==> config.mk <==
export PLATFORM = sky130hd
export DESIGN_NAME = cache_line_fill_flat
export DESIGN_NICKNAME = d
export VERILOG_FILES = /design/src/rtl/cache_line_fill_if.sv /design/src/rtl/cache_line_fill.sv /design/src/flat_wrapper.sv
export SDC_FILE = /design/constraint.sdc
export NUM_CORES = 1
export LEC_CHECK = 0
export ABC_AREA = 1
export CAP_MARGIN = 20
export CORE_UTILIZATION = 45
export CTS_BUF_LIST = sky130_fd_sc_hd__clkbuf_8
export DETAILED_ROUTE_END_ITERATION = 7
export GPL_ROUTABILITY_DRIVEN = 0
export PLACE_DENSITY = 0.77
export SYNTH_ARGS = -nofsm -noshare
export SYNTH_HDL_FRONTEND = slang
export SYNTH_SLANG_ARGS = --single-unit
==> constraint.sdc <==
create_clock -name clk -period 20.4 [get_ports clk]
set_clock_uncertainty 0.1 [all_clocks]
set_input_delay 6.12 -clock clk [delete_from_list [all_inputs] [get_ports clk]]
set_output_delay 6.12 -clock clk [all_outputs]
set_load 0.01 [all_outputs]
==> src/rtl/cache_line_fill_if.sv <==
// Signal bundle for cache_line_fill: requester, data-RAM and memory-burst ports.
// Handshake: req_do is held with req_address until the one-cycle req_done pulse;
// ram_q answers one cycle after ram_read_do; mem_read_done marks one beat per cycle while mem_read_do is high.
interface cache_line_fill_if;
    logic         req_do;
    logic [31:0]  req_address;
    logic         req_done;
    logic [127:0] req_data;
    logic         invalidate_all;

    logic [31:0]  ram_address;
    logic         ram_read_do;
    logic [147:0] ram_q;
    logic         ram_write_do;
    logic [127:0] ram_data;

    logic         mem_read_do;
    logic [31:0]  mem_address;
    logic         mem_read_done;
    logic [31:0]  mem_read_data;

    modport slave (
        input  req_do, req_address, invalidate_all, ram_q, mem_read_done, mem_read_data,
        output req_done, req_data, ram_address, ram_read_do, ram_write_do, ram_data,
               mem_read_do, mem_address
    );

    modport master (
        output req_do, req_address, invalidate_all, ram_q, mem_read_done, mem_read_data,
        input  req_done, req_data, ram_address, ram_read_do, ram_write_do, ram_data,
               mem_read_do, mem_address
    );
endinterface

==> src/rtl/cache_line_fill.sv <==
// Direct-mapped 256-set cache controller with 128-bit lines filled by a 4-beat memory burst.
// Optional macro CACHE_CRITICAL_WORD_FIRST_EN starts the burst at the requested word.
module cache_line_fill (
    input  logic                    clk,
    input  logic                    rst,
    cache_line_fill_if.slave        bus,
    output logic [1:0]              o_dbg_state
);
    typedef enum logic [1:0] {
        S_IDLE   = 2'd0,
        S_LOOKUP = 2'd1,
        S_FILL   = 2'd2,
        S_WRITE  = 2'd3
    } state_t;

    state_t       r_state;
    logic [31:0]  r_address;
    logic [255:0] r_valid;
    logic [1:0]   r_beat;
    logic [1:0]   r_start_word;
    logic [127:0] r_line;
    logic [31:0]  r_mem_address;
    logic         r_mem_read_do;

    logic         w_accept;
    logic         w_hit;
    logic [7:0]   w_index;
    logic [1:0]   w_req_start_word;
    logic [31:0]  w_req_mem_address;
    logic [1:0]   w_beat_word;

    assign w_index  = r_address[11:4];
    // Gated by rst so the read strobe stays low while reset is held.
    assign w_accept = (r_state == S_IDLE) && bus.req_do && !rst;

`ifdef CACHE_CRITICAL_WORD_FIRST_EN
    assign w_req_start_word  = bus.req_address[3:2];
    assign w_req_mem_address = {bus.req_address[31:2], 2'b00};
`else
    assign w_req_start_word  = 2'b00;
    assign w_req_mem_address = {bus.req_address[31:4], 4'b0000};
`endif

    assign w_hit = (r_state == S_LOOKUP) && r_valid[w_index] &&
                   (bus.ram_q[147:128] == r_address[31:12]) && !bus.invalidate_all;
    assign w_beat_word = r_start_word + r_beat;

    assign bus.ram_read_do  = w_accept;
    assign bus.ram_write_do = (r_state == S_WRITE);
    assign bus.ram_address  = (r_state == S_IDLE) ? bus.req_address : r_address;
    assign bus.ram_data     = r_line;
    assign bus.req_done     = w_hit || (r_state == S_WRITE);
    assign bus.req_data     = (r_state == S_LOOKUP) ? bus.ram_q[127:0] : r_line;
    assign bus.mem_read_do  = r_mem_read_do;
    assign bus.mem_address  = r_mem_address;
    assign o_dbg_state      = r_state;

    always_ff @(posedge clk or posedge rst) begin
        if (rst) begin
            r_state       <= S_IDLE;
            r_address     <= '0;
            r_valid       <= '0;
            r_beat        <= '0;
            r_start_word  <= '0;
            r_line        <= '0;
            r_mem_address <= '0;
            r_mem_read_do <= 1'b0;
        end else begin
            case (r_state)
                S_IDLE: begin
                    if (bus.req_do) begin
                        r_address     <= bus.req_address;
                        r_start_word  <= w_req_start_word;
                        r_mem_address <= w_req_mem_address;
                        r_state       <= S_LOOKUP;
                    end
                end
                S_LOOKUP: begin
                    if (w_hit) begin
                        r_state <= S_IDLE;
                    end else begin
                        r_beat        <= 2'd0;
                        r_mem_read_do <= 1'b1;
                        r_state       <= S_FILL;
                    end
                end
                S_FILL: begin
                    if (bus.mem_read_done) begin
                        r_line[{w_beat_word, 5'd0} +: 32] <= bus.mem_read_data;
                        r_beat <= r_beat + 2'd1;
                        if (r_beat == 2'd3) begin
                            r_mem_read_do <= 1'b0;
                            r_state       <= S_WRITE;
                        end
                    end
                end
                S_WRITE: begin
                    r_valid[w_index] <= 1'b1;
                    r_state          <= S_IDLE;
                end
                default: r_state <= S_IDLE;
            endcase
            // Placed last so a coincident invalidate overrides the WRITE valid set.
            if (bus.invalidate_all) begin
                r_valid <= '0;
            end
        end
    end
endmodule

==> src/flat_wrapper.sv <==
// flat-port wrapper written by rule: the top's interface ports become plain ports
module cache_line_fill_flat 
  (clk, rst, o_dbg_state, bus_req_do, bus_req_address, bus_invalidate_all, bus_ram_q, bus_mem_read_done, bus_mem_read_data, bus_req_done, bus_req_data, bus_ram_address, bus_ram_read_do, bus_ram_write_do, bus_ram_data, bus_mem_read_do, bus_mem_address);
  cache_line_fill_if bus_i ();
  input  logic clk;
  input  logic rst;
  output logic [1:0] o_dbg_state;
  input wire logic [$bits(bus_i.req_do)-1:0] bus_req_do;
  input wire logic [$bits(bus_i.req_address)-1:0] bus_req_address;
  input wire logic [$bits(bus_i.invalidate_all)-1:0] bus_invalidate_all;
  input wire logic [$bits(bus_i.ram_q)-1:0] bus_ram_q;
  input wire logic [$bits(bus_i.mem_read_done)-1:0] bus_mem_read_done;
  input wire logic [$bits(bus_i.mem_read_data)-1:0] bus_mem_read_data;
  output wire logic [$bits(bus_i.req_done)-1:0] bus_req_done;
  output wire logic [$bits(bus_i.req_data)-1:0] bus_req_data;
  output wire logic [$bits(bus_i.ram_address)-1:0] bus_ram_address;
  output wire logic [$bits(bus_i.ram_read_do)-1:0] bus_ram_read_do;
  output wire logic [$bits(bus_i.ram_write_do)-1:0] bus_ram_write_do;
  output wire logic [$bits(bus_i.ram_data)-1:0] bus_ram_data;
  output wire logic [$bits(bus_i.mem_read_do)-1:0] bus_mem_read_do;
  output wire logic [$bits(bus_i.mem_address)-1:0] bus_mem_address;
  assign bus_i.req_do = bus_req_do;
  assign bus_i.req_address = bus_req_address;
  assign bus_i.invalidate_all = bus_invalidate_all;
  assign bus_i.ram_q = bus_ram_q;
  assign bus_i.mem_read_done = bus_mem_read_done;
  assign bus_i.mem_read_data = bus_mem_read_data;
  assign bus_req_done = bus_i.req_done;
  assign bus_req_data = bus_i.req_data;
  assign bus_ram_address = bus_i.ram_address;
  assign bus_ram_read_do = bus_i.ram_read_do;
  assign bus_ram_write_do = bus_i.ram_write_do;
  assign bus_ram_data = bus_i.ram_data;
  assign bus_mem_read_do = bus_i.mem_read_do;
  assign bus_mem_address = bus_i.mem_address;
  cache_line_fill u_core (.clk(clk), .rst(rst), .bus(bus_i), .o_dbg_state(o_dbg_state));
endmodule
==> flow_metrics.env <==
export IMPL_cts_tree="built"
export IMPL_coreArea_um2=46950
export IMPL_synth_edf_count=0
export IMPL_core_rowCount=79
export IMPL_grt_start_max_net_pins=176
export IMPL_cp_arrival_ns=8.32
export IMPL_n_fill_cell=4221
export IMPL_postCtsSetupRepairBufs=0
export IMPL_async_reset_ff_share_pct=100.0
export IMPL_placed_cell_area_um2=27210
export IMPL_yosysTopAreaCell="dfrtp_1"
export IMPL_grt_antenna_before_repair=3
export IMPL_yosysWarnings=0
export IMPL_gr_total_overflow=0
export IMPL_regArea_um2=10540
export IMPL_cap_violations=0
export IMPL_holdBufCountCts=0
export IMPL_max_freq_mhz=68.77
export IMPL_cts_buffers=74
export IMPL_synth_top_family_by_area="simple AND/OR/NAND/NOR gates"
export IMPL_synth_avg_cell_area_um2=7.235
export IMPL_yosysMostFrequentCell="nand2_1"
export IMPL_portBuffers=538
export IMPL_cts_htree_levels=3
export IMPL_p_leak_uw=0.01321
export IMPL_drt_initial_drc_count=2889
export IMPL_period_needed_ns=14.54
export IMPL_end_kind="output port"
export IMPL_drive_gt1_share_pct=5.250
export IMPL_power_switching_share_pct=44.81
export IMPL_routed_wl_mm=86.80
export IMPL_cp_required_ns=14.18
export IMPL_via_count=22245
export IMPL_grt_pass1_wl_mm=129.5
export IMPL_grt_pass1_vias=20559
export IMPL_postCtsResizedCells=0
export IMPL_die_area_um2=48970
export IMPL_run_status="finished clean"
export IMPL_rsz0062_at_grt="false"
export IMPL_fin_crit_sh_pct=71.28
export IMPL_power_density_nw_per_um2=135.4
export IMPL_clock_power_share_pct=19.8
export IMPL_dpl_hpwl_mm=61.65
export IMPL_synthCells=2991
export IMPL_relSlewSlack_pct=16.16
export IMPL_synthAdderAreaFrac_pct=0.3469
export IMPL_cts_sinks=421
export IMPL_root_buffer="clkbuf_8"
export IMPL_finalNetCount=3659
export IMPL_peakVddDrop_uv=105.9
export IMPL_synth_compound_area_share_pct=15.43
export IMPL_synth_common_cells="nand2_1 (876), dfrtp_1 (421), o21ai_0 (352), nor2_1 (306), inv_1 (303)"
export IMPL_cp_slowest_stage_delay_ns=0.57
export IMPL_synth_seq_area_share_pct=48.68
export IMPL_start_util_pct=46.09
export IMPL_multi_input_area_um2=8989
export IMPL_drtAntennaViolNets=0
export IMPL_path_class="input port to output port"
export IMPL_cp_cell_sequence="clkdlybuf4s50_1 > xor2_1 > nor2_1 > nand4_1 > nor4_1 > nand4_1 > nor2_1 > nand2_2 > nand2_1 > clkdlybuf4s50_1"
export IMPL_syn_to_final_growth_pct=32.72
export IMPL_final_max_slew_viol_count=0
export IMPL_io_pins=543
export IMPL_comb_power_share_pct=51.3
export IMPL_fin_tns_setup_ns=0
export IMPL_synth_distinct_cells=28
export IMPL_path_max_fanout=4
export IMPL_ys_top_cells_by_area="dfrtp_1 (49%), nand2_1 (15%), o21ai_0 (8.1%), a21oi_1 (6.5%), nor2_1 (5.3%)"
export IMPL_clk_pin_slew_worst_paths_ns=0.06
export IMPL_startpoint_type="input port"
export IMPL_track_usage_pct=34.89
export IMPL_hold_ws_ns=0.3903
export IMPL_die_y_um=221.3
export IMPL_wl_per_cell_um=21.20
export IMPL_yosys_register_bits=421
export IMPL_slowest_stage="clkdlybuf4s50_1"
export IMPL_clk_latency_ns=0.65
export IMPL_yosys_mux_area_fraction_pct=0
export IMPL_synthXorXnorAreaFrac_pct=0.3643
export IMPL_hold_path_class="flop to flop"
export IMPL_switchingPower_uw=1743
export IMPL_synthesis_area_um2=21640
export IMPL_die_w_um=221.3
export IMPL_synth_top_area_share_pct=48.68
export IMPL_drc=0
export IMPL_synth_simple_area_share_pct=25.12
export IMPL_seqPwrFrac_pct=28.9
export IMPL_finalSetupViolCount=0
export IMPL_power_uw=3889
export IMPL_drtPass1Iterations=8
export IMPL_clockBufferDepth=3
export IMPL_synth_flop_cell="dfrtp_1"
export IMPL_hold_viol=0
export IMPL_routed_via_density=5.432
export IMPL_p_int_uw=2146
export IMPL_fin_area_um2=28720
export IMPL_tightest_slew_ns=1.244
stage by stage:
stage          util (%)  std cells  worst slack [ns]
5_1_grt           61.16       4093             5.798
2_1_floorplan         -       2994             2.460
6_report          61.17       4095             5.859
3_3_place_gp      57.95       3960             5.911
4_1_cts           61.00       4087             5.925
3_5_place_dp      57.96       3961             5.935
worst paths after layout:
| check | from | to | slack [ns] | depth (start not counted) |
|---|---|---|---|---|
| setup / recovery | bus_ram_q[128] | bus_req_done | 5.86 | 10 |
| max in group asynchronous | rst | u_core.r_address[13] | 12.09 | 4 |
| setup reg to reg | u_core.r_address[4] | u_core.r_beat[0] | 15.82 | 18 |
| hold / removal | u_core.r_address[1] | u_core.r_address[1] | 0.39 | 2 |
| hold reg to reg | u_core.r_address[1] | u_core.r_address[1] | 0.39 | 2 |
| min in group asynchronous | rst | u_core.r_address[18] | 5.93 | 2 |
power groups by stage:
| stage | Combinational (uW) | Sequential [uW] | Clock (uW) |
|---|---|---|---|
| floorplan | 822 | 1130 | 0 |
| global placement | 1930 | 1130 | 0 |
| detailed placement | 1940 | 1120 | 0 |
| CTS | 1950 | 1120 | 779 |
| global route | 2090 | 1140 | 820 |
| finish | 1990 | 1120 | 772 |
registers in the layout, summed over array words and instances (netlist names), named ones only:
signal	flops
u_core.o_dbg_state	1
u_core.bus.ram_data	128
u_core.r_beat	2
u_core.r_valid	256
u_core.r_address	32
u_core.bus.mem_read_do	1
critical path: cells and delay by family:
family,cells,cell delay [ns]
AND/OR/NAND/NOR,7,0.99
buffers and inverters,2,0.99
XOR/XNOR,1,0.21
cell usage in the layout (no fill, tap or decap), drive strengths merged:
cell type,count
bufinv,1
clkdlybuf4s50,537
nand2,878
conb,4
nor4,3
diode,2
nand3b,1
nor3,16
nand3,74
a31oi,14
or2,4
xor2,8
o21bai,1
o21ai,368
xnor2,1
a21oi,280
or3,1
ha,6
inv,333
nor2,311
buf,55
clkinv,3
nand4,68
clkbuf,92
clkinvlp,3
nor3b,3
dfrtp,421
per-layer routing:
| metal | routed length (um) | vias to the layer above | track usage, % |
|---|---|---|---|
| met2 | 37970 | 1230 | 51.77 |
| met1 | 35960 | 10485 | 48.69 |
| li1 | - | 10351 | - |
| met3 | 9878 | 179 | 10.07 |
| met4 | 2993 | 0 | 11.78 |
| met5 | 0 | - | 0 |
cell families after synthesis:
kind of cell | Yosys count
DFF | 421
AOI/OAI and AO/OA | 663
and+or+nand+nor | 1359
adders and majority gates | 6
xor gates and xnor gates | 9
buffers and inverters | 532
other | 1
layout make-up:
cell class | instances | share of cell area, %
Antenna cell | 2 | 0.01743
Sequential cell | 421 | 36.70
Multi-Input combinational cell | 2041 | 31.30
Clock buffer | 90 | 4.313
Timing Repair Buffer | 594 | 20.35
Clock inverter | 36 | 0.6578
Inverter | 304 | 4.017
Tap cell | 607 | 2.644
Power figures use the tool's default switching activity.
